File: src/rtl/awp_pkg.sv
// Shared definitions for the AWP write-back stage: register-select codes,
// FSM state encoding and the queue entry layout.
package awp_pkg;

  // Register-select codes as carried on {lpa,lpb}
  localparam logic [1:0] REG_NONE = 2'b00;
  localparam logic [1:0] REG_R1   = 2'b01;
  localparam logic [1:0] REG_R2   = 2'b10;
  localparam logic [1:0] REG_R3   = 2'b11;

  // Write-back FSM encoding
  localparam logic [2:0] ST_IDLE     = 3'd0;
  localparam logic [2:0] ST_COLLECT  = 3'd1;
  localparam logic [2:0] ST_DRAIN    = 3'd2;
  localparam logic [2:0] ST_DONE     = 3'd3;
  localparam logic [2:0] ST_WAIT_EKC = 3'd4;

  localparam int ENTRY_W = 18;

  // Queue entry: target register code plus the 16-bit result word
  typedef struct packed {
    logic [1:0]  sel;
    logic [15:0] data;
  } entry_t;

endpackage

File: src/rtl/awp_wb_fifo.sv
// Circular write-back queue of DEPTH entries.
// Ports:
//   clk, clr       clock and asynchronous active-high reset (pointers/count only)
//   push, pop      enqueue din / dequeue head; push at full is honoured only
//                  together with a pop
//   din            entry to enqueue
//   head           entry at the read pointer
//   head_nxt       entry one slot behind the head (next head after a pop)
//   full, empty    occupancy flags
//   count          number of valid entries, 0..DEPTH
module awp_wb_fifo
  import awp_pkg::*;
#(
  parameter int DEPTH = 4
) (
  input  logic                     clk,
  input  logic                     clr,
  input  logic                     push,
  input  logic                     pop,
  input  entry_t                   din,
  output entry_t                   head,
  output entry_t                   head_nxt,
  output logic                     full,
  output logic                     empty,
  output logic [$clog2(DEPTH):0]   count
);

  localparam int AW = $clog2(DEPTH);

  entry_t          mem [DEPTH];
  logic [AW-1:0]   rd_ptr;
  logic [AW-1:0]   wr_ptr;
  logic            do_push;
  logic            do_pop;

  assign full     = (count == (AW+1)'(DEPTH));
  assign empty    = (count == '0);
  assign do_pop   = pop & ~empty;
  assign do_push  = push & (~full | do_pop);
  assign head     = mem[rd_ptr];
  assign head_nxt = mem[rd_ptr + AW'(1)];

  // Pointers wrap naturally because DEPTH is a power of two
  always_ff @(posedge clk or posedge clr) begin
    if (clr) begin
      rd_ptr <= '0;
      wr_ptr <= '0;
      count  <= '0;
    end else begin
      if (do_push) wr_ptr <= wr_ptr + AW'(1);
      if (do_pop)  rd_ptr <= rd_ptr + AW'(1);
      case ({do_push, do_pop})
        2'b10:   count <= count + (AW+1)'(1);
        2'b01:   count <= count - (AW+1)'(1);
        default: count <= count;
      endcase
    end
  end

  // Storage carries no reset; validity is tracked by the pointers
  always_ff @(posedge clk) begin
    if (do_push) mem[wr_ptr] <= din;
  end

endmodule

File: src/rtl/awp_wb.sv
// Write-back stage behind the AWP coprocessor. Captures result words strobed
// onto zp, queues them and writes them to the CPU register file over a
// req/ack port; latches AWP exception flags as sticky interrupts; pulses
// awp_done once per operation after ekc_fp and a fully drained queue.
// Ports:
//   clk_sys, clr                clock, asynchronous active-high reset
//   zp, lpa, lpb                result word and target register select
//   rlp_fp, s_fp, strob_fp      AWP register access, direction, strobe level
//   ustr0_fp, fi                flag-set request and flag vector
//   ekc_fp                      AWP operation finished (level)
//   wr_req, wr_sel, wr_data     register-file write request and payload
//   wr_ack                      register file accepted the word
//   irq, irq_ack                sticky interrupt requests and per-bit clear
//   wb_busy, awp_done, ovf      status: busy, completion pulse, sticky drop
module awp_wb
  import awp_pkg::*;
#(
  parameter int DEPTH = 4
) (
  input  logic        clk_sys,
  input  logic        clr,
  input  logic [0:15] zp,
  input  logic        lpa,
  input  logic        lpb,
  input  logic        rlp_fp,
  input  logic        s_fp,
  input  logic        strob_fp,
  input  logic        ustr0_fp,
  input  logic [3:0]  fi,
  input  logic        ekc_fp,
  output logic        wr_req,
  output logic [1:0]  wr_sel,
  output logic [0:15] wr_data,
  input  logic        wr_ack,
  output logic [3:0]  irq,
  input  logic [3:0]  irq_ack,
  output logic        wb_busy,
  output logic        awp_done,
  output logic        ovf
);

  localparam int CW = $clog2(DEPTH) + 1;

  logic          strob_q;
  logic          rlp_q;
  logic          ustr_q;
  logic [2:0]    state;
  logic [2:0]    state_nxt;
  logic [1:0]    sel;
  logic          cap;
  logic          push;
  logic          pop;
  logic          drop;
  logic          full;
  logic          empty;
  logic [CW-1:0] count;
  logic [CW-1:0] count_nxt;
  entry_t        cap_entry;
  entry_t        head;
  entry_t        head_nxt;
  entry_t        out_nxt;
  logic          out_load;

  assign sel       = {lpa, lpb};
  assign cap       = strob_fp & ~strob_q & rlp_fp & s_fp & (sel != REG_NONE);
  assign pop       = wr_req & wr_ack;
  // A push at full is legal when the head leaves in the same cycle
  assign push      = cap & (~full | pop);
  assign drop      = cap & full & ~pop;
  assign count_nxt = count + CW'(push) - CW'(pop);
  assign cap_entry = '{sel: sel, data: zp};

  awp_wb_fifo #(.DEPTH(DEPTH)) u_fifo (
    .clk      (clk_sys),
    .clr      (clr),
    .push     (push),
    .pop      (pop),
    .din      (cap_entry),
    .head     (head),
    .head_nxt (head_nxt),
    .full     (full),
    .empty    (empty),
    .count    (count)
  );

  // The write port is registered, so work out what the head will be after
  // this cycle's push/pop. A word landing in an empty (or just-emptied)
  // queue bypasses storage to meet the one-clock cap->wr_req latency.
  always_comb begin
    out_load = 1'b0;
    out_nxt  = head;
    if (pop && (count > CW'(1))) begin
      out_load = 1'b1;
      out_nxt  = head_nxt;
    end else if (push && ((count == '0) || (pop && (count == CW'(1))))) begin
      out_load = 1'b1;
      out_nxt  = cap_entry;
    end
  end

  always_comb begin
    state_nxt = state;
    case (state)
      ST_IDLE:     if (cap || (rlp_fp && !rlp_q)) state_nxt = ST_COLLECT;
      ST_COLLECT:  if (ekc_fp) state_nxt = (count_nxt == '0) ? ST_DONE : ST_DRAIN;
      ST_DRAIN:    if (count_nxt == '0) state_nxt = ST_DONE;
      ST_DONE:     state_nxt = ST_WAIT_EKC;
      // Hold here while ekc_fp stays high so one level gives one pulse
      ST_WAIT_EKC: if (!ekc_fp) state_nxt = ST_IDLE;
      default:     state_nxt = ST_IDLE;
    endcase
  end

  always_ff @(posedge clk_sys or posedge clr) begin
    if (clr) begin
      strob_q <= 1'b0;
      rlp_q   <= 1'b0;
      ustr_q  <= 1'b0;
      state   <= ST_IDLE;
      wr_req  <= 1'b0;
      wr_sel  <= '0;
      wr_data <= '0;
      irq     <= '0;
      ovf     <= 1'b0;
    end else begin
      strob_q <= strob_fp;
      rlp_q   <= rlp_fp;
      ustr_q  <= ustr0_fp;
      state   <= state_nxt;
      wr_req  <= (count_nxt != '0);
      if (out_load) {wr_sel, wr_data} <= out_nxt;
      // Ack is applied before the set so a simultaneous set wins
      irq     <= (irq & ~irq_ack) | ((ustr0_fp && !ustr_q) ? fi : 4'b0000);
      ovf     <= ovf | drop;
    end
  end

  assign awp_done = (state == ST_DONE);
  assign wb_busy  = ~empty | (state != ST_IDLE);

endmodule

File: config.mk
export PLATFORM = sky130hd
export DESIGN_NAME = awp_wb
export DESIGN_NICKNAME = d
export VERILOG_FILES = /design/src/rtl/awp_pkg.sv /design/src/rtl/awp_wb_fifo.sv /design/src/rtl/awp_wb.sv
export SDC_FILE = /design/constraint.sdc
export NUM_CORES = 1
export LEC_CHECK = 0
export ABC_AREA = 1
export CORE_MARGIN = 4
export CORE_UTILIZATION = 55
export DETAILED_ROUTE_END_ITERATION = 12
export PLACE_DENSITY = 0.78
export SLEW_MARGIN = 20
export SYNTH_ARGS = -nofsm -noshare
export SYNTH_HDL_FRONTEND = slang
export SYNTH_HIERARCHICAL = 1
export SYNTH_SLANG_ARGS = --single-unit
File: constraint.sdc
create_clock -name clk_sys -period 3.25 [get_ports clk_sys]
set_input_delay 0.65 -clock clk_sys [delete_from_list [all_inputs] [get_ports clk_sys]]
set_output_delay 0.65 -clock clk_sys [all_outputs]
set_load 0.03 [all_outputs]
==> results of run 1 <==
==> power breakdown <==
part / total (W) / internal (W) / switching, W
clock network: 0.000809 / 0.000360 / 0.000449
logic: 0.00192 / 0.000697 / 0.00122
registers: 0.00187 / 0.00169 / 0.000183
==> cells in the final DEF, fill, tap and decap left out <==
master	count
sky130_fd_sc_hd__nand2_1	122
sky130_fd_sc_hd__edfxtp_1	72
sky130_fd_sc_hd__inv_1	63
sky130_fd_sc_hd__nand3_1	59
sky130_fd_sc_hd__clkdlybuf4s50_1	59
sky130_fd_sc_hd__dfrtp_1	37
sky130_fd_sc_hd__o21ai_0	25
sky130_fd_sc_hd__nor2_1	19
sky130_fd_sc_hd__nand4_1	18
sky130_fd_sc_hd__buf_4	14
sky130_fd_sc_hd__ha_1	9
sky130_fd_sc_hd__clkbuf_8	9
sky130_fd_sc_hd__nand3_2	5
sky130_fd_sc_hd__inv_2	4
sky130_fd_sc_hd__or2_0	4
sky130_fd_sc_hd__nand2_2	3
sky130_fd_sc_hd__nor2_4	3
sky130_fd_sc_hd__nor2_2	3
sky130_fd_sc_hd__nor3_1	3
sky130_fd_sc_hd__o21bai_1	2
sky130_fd_sc_hd__fa_1	2
sky130_fd_sc_hd__clkbuf_1	2
sky130_fd_sc_hd__clkinv_1	1
sky130_fd_sc_hd__nand3_4	1
sky130_fd_sc_hd__a21oi_1	1
sky130_fd_sc_hd__bufinv_16	1
sky130_fd_sc_hd__clkinv_2	1
sky130_fd_sc_hd__inv_6	1
sky130_fd_sc_hd__clkinv_4	1
sky130_fd_sc_hd__clkinvlp_4	1
sky130_fd_sc_hd__xnor2_1	1
==> how the worst min path moves through the flow <==
stage | slack (ns) | cells after the start | startpoint | end
after floorplan | 0.45 | 1 | clr | u_fifo/count[0]$_DFFE_PP0P_
after global placement | 0.48 | 1 | ovf$_DFF_PP0_ | ovf$_DFF_PP0_
after detailed placement | 0.47 | 1 | ovf$_DFF_PP0_ | ovf$_DFF_PP0_
after CTS | 0.50 | 1 | ovf$_DFF_PP0_ | ovf$_DFF_PP0_
after global routing | 0.53 | 1 | ovf$_DFF_PP0_ | ovf$_DFF_PP0_
final | 0.50 | 1 | ovf$_DFF_PP0_ | ovf$_DFF_PP0_
==> stage by stage <==
stage          hold WS (ns)  area (sq um)
3_5_place_dp          0.475          5600
6_report              0.498          5790
4_1_cts               0.501          5790
3_3_place_gp          0.485          5600
5_1_grt               0.527          5790
2_1_floorplan         0.453          4920
==> per-layer routing <==
layer | wire [um] | part of all wire | track usage
met1 | 4200 | 0.41 | 0.271
met5 | 0 | 0 | 0
met2 | 5290 | 0.52 | 0.356
met4 | 148 | 0.015 | 0.0807
met3 | 519 | 0.051 | 0.0250
==> worst max-delay path: stages <==
cell,delay [ns]
sky130_fd_sc_hd__clkdlybuf4s50_1,0.58
sky130_fd_sc_hd__inv_1,0.10
sky130_fd_sc_hd__nand2_2,0.09
sky130_fd_sc_hd__nand3_2,0.12
sky130_fd_sc_hd__nor2_4,0.25
sky130_fd_sc_hd__nand2_1,0.22
sky130_fd_sc_hd__ha_1,0.28
sky130_fd_sc_hd__inv_1,0.09
sky130_fd_sc_hd__fa_1,0.41
sky130_fd_sc_hd__o21ai_0,0.16
==> state kept, by name, summed over array words and instances (netlist names) <==
name	cells
wr_req	1
ovf	1
ustr_q	1
strob_q	1
u_fifo/wr_ptr	2
wr_sel	2
state	3
irq	4
u_fifo/count	3
wr_data	16
u_fifo/rd_ptr	2
rlp_q	1
u_fifo/mem	72
==> area by class of cell <==
| class | count | area [sq um] |
|---|---|---|
| clock inverters | 5 | 60.1 |
| repair buffers | 73 | 696 |
| multi-input cells | 280 | 1420 |
| flip-flops and latches | 109 | 3090 |
| fillers | 660 | 2930 |
| well taps | 108 | 135 |
| inverters | 68 | 255 |
| clock buffers | 11 | 131 |
==> impl_summary.log, run 1 <==
[metrics] fraction of layout cells with a size suffix above 1: 0.0861
[metrics] clock tree sinks: 109
[metrics] number of antenna diodes: 0
[metrics] Final min period: 2.67 ns
[metrics] Std-Cell Core Area: 8720 sq um
[metrics] total global routing track utilization: 0.208
[metrics] nature of the critical path startpoint: input pin
[metrics] maximum fanout encountered on the critical timing path: 9
[metrics] Final nets: 586
[metrics] Routed wire per std cell: 15.5 um
[metrics] TritonCTS Buffers: 9
[metrics] Worst R2R Start: u_fifo/count[2]$_DFFE_PP0P_
[metrics] achievable clock frequency: 0.375 GHz
[metrics] DRT Wirelength: 10.2 mm
[metrics] count of placed standard cells in the final layout, fillers left out: 654
[metrics] Synthesized Nets: 524
[metrics] number of hold buffers added after CTS: 0
[metrics] Final Slew Violations: 0
[metrics] wire length of the first global-routing pass: 16.5 mm
[metrics] maximum buffer depth of the clock tree: 2
[metrics] first-pass detailed-route iteration total: 5
[metrics] CTS tree: yes
[metrics] Critical Path AT: 2.95 ns
[metrics] worst setup path class: in2reg
[metrics] number of global-route vias before repair: 3,433
[metrics] Hold Vio Cnt, Final: 0
[metrics] clock root buffer: sky130_fd_sc_hd__clkbuf_8
[metrics] path depth of the worst reg2reg path: 10
[metrics] number of warning messages in the yosys log: 6
[metrics] die height: 103 um
[metrics] netlist area before placement: 4920 sq um
[metrics] Clock transition at path regs: 0.10 ns
[metrics] total vias in the final route: 3,440
[metrics] effective utilization at floorplan: 0.564
[metrics] post_cts resized: 0
[metrics] setup slack at placement: 0.218 ns
[metrics] Max Clock Skew: 0.0105 ns
[metrics] DRC violation total after the first TritonRoute iteration: 234
[metrics] run status: finished clean
[metrics] Skew-Pair Late Insertion Delay: 0.37 ns
[metrics] maximum number of pins on one net before global-route repair: 31
[metrics] setup repair after global routing missed its margin: no
[metrics] capturing element type of the critical path: register
[metrics] row count: 34
[metrics] Hold/Removal Path Class: reg2reg
[metrics] static leakage: 2.47 nW
[metrics] synth-to-layout area growth: 17.7%
[metrics] crit path launch: lpb
[metrics] Worst setup endpoint: u_fifo/count[1]$_DFFE_PP0P_
[metrics] Vias/cell: 5.26
[metrics] number of top-level pins: 60
[metrics] Total Die Area: 10,500 sq um
[metrics] headroom to the max-slew limit: 0.652
[metrics] count of placed standard cells including taps: 638
[metrics] Total Neg Setup Slack: 0 ns
[metrics] utilization after layout: 0.664
[metrics] MaxCap Viol Count: 0
[metrics] final clock period utilization by the worst path: 0.821
[metrics] final critical-path setup slack: 0.582 ns
[metrics] sum of net half-perimeters after detailed placement: 6.97 mm
[metrics] data required time at the worst endpoint: 3.53 ns
[metrics] Post-CTS Setup Repair Bufs: 0
[metrics] synthesized instance count: 479
[metrics] Syn Area/Cell: 10.3 sq um
[metrics] destination of the worst register-to-register timing path: u_fifo/count[1]$_DFFE_PP0P_
[metrics] remaining antenna violation count after routing: 0
[metrics] power density cells: 795 nW/um^2
[metrics] Power Total: 0.00460 W
[metrics] transition time of the tightest slew-check pin: 0.522 ns
[metrics] largest voltage drop on the vdd net: 0.000339 V
[metrics] routability congestion estimate from global placement: 0.811
[metrics] endpoints failing setup: 0
[metrics] drt drc: 0
[metrics] antenna violations before repair: 0
[metrics] global-route congestion overflow total: 0
[metrics] maximum level of the CTS H-tree: 3
[metrics] Port Buffers: 59
[metrics] width of the die: 103 um
[metrics] slack of the worst reg-to-reg path: 0.93 ns
Power figures use the tool's default switching activity.
==> run 2: changes to the inputs <==
Settings changed: CORE_UTILIZATION 55 to 51, PLACE_DENSITY 0.78 to 0.76.
Clock period 3.25 ns to 2.2 ns, I/O delays scaled along.
==> run 2 against run 1 <==
Net effect: wire length rose by 3.1%; final cell count grew 6.3%; largest cell class unchanged; power rose by 54%.
==> impl_summary.log, run 2 (synthesis results as in run 1) <==
[metrics] fraction of layout cells with a size suffix above 1: 0.140 (was 0.0861)
[metrics] DRT Wirelength: 10.5 mm (was 10.2 mm)
[metrics] maximum level of the CTS H-tree: 3 (unchanged)
[metrics] filler instances: 724 (was 660)
[metrics] Max Clock Skew: 0.0134 ns (was 0.0105 ns)
[metrics] CTS tree: yes (unchanged)
[metrics] capturing element type of the critical path: output pin (was register)
[metrics] cell area after layout: 6060 sq um (was 5790 sq um)
[metrics] routability congestion estimate from global placement: 0.819 (was 0.811)
[metrics] setup slack at placement: -0.352 ns (was 0.218 ns)
[metrics] Placed Instance Area: 5800 sq um (was 5600 sq um)
[metrics] Skew-Pair Late Insertion Delay: 0.37 ns (about the same)
[metrics] most common cell after layout, fill and taps aside: sky130_fd_sc_hd__nand2_1 (unchanged)
[metrics] number of flip-flops under the largest register name: 72 (unchanged)
[metrics] data required time at the worst endpoint: 1.76 ns (was 3.53 ns)
[metrics] transition time of the tightest slew-check pin: 0.470 ns (was 0.522 ns)
[metrics] maximum fanout encountered on the critical timing path: 7 (was 9)
[metrics] DRC violation total after the first TritonRoute iteration: 177 (was 234)
[metrics] maximum number of pins on one net before global-route repair: 31 (unchanged)
[metrics] count of placed standard cells in the final layout, fillers left out: 695 (was 654)
[metrics] antenna violations before repair: 0 (unchanged)
[metrics] Total Neg Setup Slack: 0 ns (unchanged)
[metrics] number of global-route vias before repair: 3,585 (was 3,433)
[metrics] number of antenna diodes: 0 (unchanged)
[metrics] Routed wire per std cell: 15.1 um (was 15.5 um)
[metrics] multi-input gate area in the final layout: 1470 sq um (was 1420 sq um)
[metrics] power density cells: 1170 nW/um^2 (was 795 nW/um^2)
[metrics] Final nets: 606 (was 586)
[metrics] number of top-level pins: 60 (unchanged)
[metrics] headroom to the max-slew limit: 0.686 (was 0.652)
[metrics] sum of net half-perimeters after detailed placement: 7.03 mm (was 6.97 mm)
[metrics] portion of total power attributed to sequential cells: 0.381 (was 0.407)
[metrics] wire length of the first global-routing pass: 17.0 mm (was 16.5 mm)
[metrics] utilization after layout: 0.649 (was 0.664)
[metrics] run status: finished clean (unchanged)
[metrics] count of placed standard cells including taps: 677 (was 638)
[metrics] first-pass detailed-route iteration total: 4 (was 5)
[metrics] remaining antenna violation count after routing: 0 (unchanged)
[metrics] maximum buffer depth of the clock tree: 2 (unchanged)
[metrics] die height: 106 um (was 103 um)
[metrics] switching power: 0.00284 W (was 0.00185 W)
[metrics] effective utilization at floorplan: 0.527 (was 0.564)
[metrics] highest-count cells in the layout ignoring fill and taps: sky130_fd_sc_hd__nand2_1 (121), sky130_fd_sc_hd__edfxtp_1 (72), sky130_fd_sc_hd__inv_1 (59), sky130_fd_sc_hd__nand3_1 (58), sky130_fd_sc_hd__clkdlybuf4s50_1 (54) (was sky130_fd_sc_hd__nand2_1 (122), sky130_fd_sc_hd__edfxtp_1 (72), sky130_fd_sc_hd__inv_1 (63), sky130_fd_sc_hd__nand3_1 (59), sky130_fd_sc_hd__clkdlybuf4s50_1 (59))
[metrics] worst setup path class: reg2out (was in2reg)
[metrics] static leakage: 2.62 nW (was 2.47 nW)
[metrics] total vias in the final route: 3,574 (was 3,440)
[metrics] largest registers: u_fifo/mem (72), wr_data (16), irq (4) (unchanged)
[metrics] largest voltage drop on the vdd net: 0.000569 V (was 0.000339 V)
[metrics] clock root buffer: sky130_fd_sc_hd__clkbuf_8 (unchanged)
[metrics] Hold Vio Cnt, Final: 0 (unchanged)
[metrics] Hold/Removal Path Class: in2reg (was reg2reg)
[metrics] global-route congestion overflow total: 0 (unchanged)
[metrics] Std-Cell Core Area: 9330 sq um (was 8720 sq um)
[metrics] final clock period utilization by the worst path: 0.963
[metrics] fraction of power consumed by the clock network: 0.166 (was 0.176)
[metrics] total global routing track utilization: 0.193 (was 0.208)
[metrics] flip-flop and latch area: 3090 sq um (unchanged)
[metrics] Clock transition at path regs: 0.10 ns (about the same)
[metrics] Critical Path AT: 1.68 ns (was 2.95 ns)
[metrics] share of power burned in combinational logic: 0.453 (was 0.417)
[metrics] sw frac: 0.400 (was 0.403)
[metrics] TritonCTS Buffers: 9 (unchanged)
[metrics] width of the die: 106 um (was 103 um)
[metrics] Port Buffers: 59 (unchanged)
[metrics] Final Slew Violations: 0 (unchanged)
[metrics] final critical-path setup slack: 0.0822 ns (was 0.582 ns)
[metrics] endpoints failing setup: 0 (unchanged)
[metrics] Most flops, register: u_fifo/mem (unchanged)
[metrics] clock tree sinks: 109 (unchanged)
[metrics] Final min period: 2.12 ns
[metrics] synth-to-layout area growth: 23.2% (was 17.7%)
[metrics] nature of the critical path startpoint: register (was input pin)
[metrics] achievable clock frequency: 0.472 GHz
[metrics] Vias/cell: 5.14 (was 5.26)
[metrics] Total Die Area: 11,300 sq um (was 10,500 sq um)
[metrics] drt drc: 0 (unchanged)
[metrics] MaxCap Viol Count: 0 (unchanged)
[metrics] Pint: 0.00426 W (was 0.00275 W)
[metrics] row count: 35 (was 34)
==> run 2: changes by cell type in the layout (fill, tap and decap cells not counted), moves of 3 or more <==
cell,before,now
sky130_fd_sc_hd__buf_4,14,31
sky130_fd_sc_hd__buf_12,0,3
sky130_fd_sc_hd__clkdlybuf4s50_1,59,54
sky130_fd_sc_hd__inv_1,63,59
sky130_fd_sc_hd__dlymetal6s2s_1,0,3
sky130_fd_sc_hd__inv_2,4,8
==> run 2: critical path: stages (launching register included) <==
cell and delay (ns):
sky130_fd_sc_hd__dfrtp_1 0.40, sky130_fd_sc_hd__buf_4 0.17, sky130_fd_sc_hd__nor2_1 0.14, sky130_fd_sc_hd__nand2_1 0.12, sky130_fd_sc_hd__inv_1 0.08, sky130_fd_sc_hd__nand2_1 0.05, sky130_fd_sc_hd__dlygate4sd2_1 0.35
==> run 2: area by class of cell <==
| type | instances | area share |
|---|---|---|
| repair buffers | 93 | 0.147 |
| clock buffers | 13 | 0.0297 |
| inverters | 68 | 0.0421 |
| clock inverters | 3 | 0.00289 |
| multi-input cells | 280 | 0.242 |
| flip-flops and latches | 109 | 0.510 |
| well taps | 129 | 0.0266 |
==> run 2: power by group through the flow <==
stage / clock, W / sequential (W) / combinational, W
final: 0.00118 / 0.00270 / 0.00322
after global routing: 0.00126 / 0.00275 / 0.00357
after CTS: 0.00119 / 0.00270 / 0.00310
after detailed placement: 0 / 0.00275 / 0.00310
after global placement: 0 / 0.00273 / 0.00298
after floorplan: 0 / 0.00307 / 0.00175
==> run 2: path summary, 6_finish.rpt <==
kind	start	to	slack, ns	cells past startpoint
worst max-delay path	u_fifo/count[0]$_DFFE_PP0P_	wb_busy	0.08	6
worst max register to register	u_fifo/count[0]$_DFFE_PP0P_	state[0]$_DFFE_PP0P_	0.11	11
worst min register to register	ovf$_DFF_PP0_	ovf$_DFF_PP0_	0.50	1
worst min-delay path	strob_fp	strob_q$_DFF_PP0_	0.24	1
max in group asynchronous	clr	wr_data[3]$_DFFE_PP0P_	1.41	3
min in group asynchronous	clr	u_fifo/rd_ptr[1]$_DFFE_PP0P_	0.33	2
==> run 2: per-stage QoR <==
stage               total power (W)  hold slack [ns]
detailed placement          0.00584            0.479
global placement            0.00571            0.467
CTS                         0.00700            0.321
global route                0.00758            0.235
floorplan                   0.00482            0.243
finish                      0.00710            0.237
==> run 2: what timing repair did <==
action | CTS | global route
hold buffers | 0 | 0
endpoints found under the setup margin | 2 | 2
setup buffers | 0 | 2
pin swaps | 0 | 8
cloned | 0 | 0
resized for setup | 2 | 18
==> run 2: layer usage <==
metal  vias up  routed length (um)  global-route usage
met5         -                   0                   0
li1       1736                   -                   -
met3        25                 583              0.0298
met1      1702                4460               0.248
met2       111                5190               0.324
met4         0                 233              0.0888
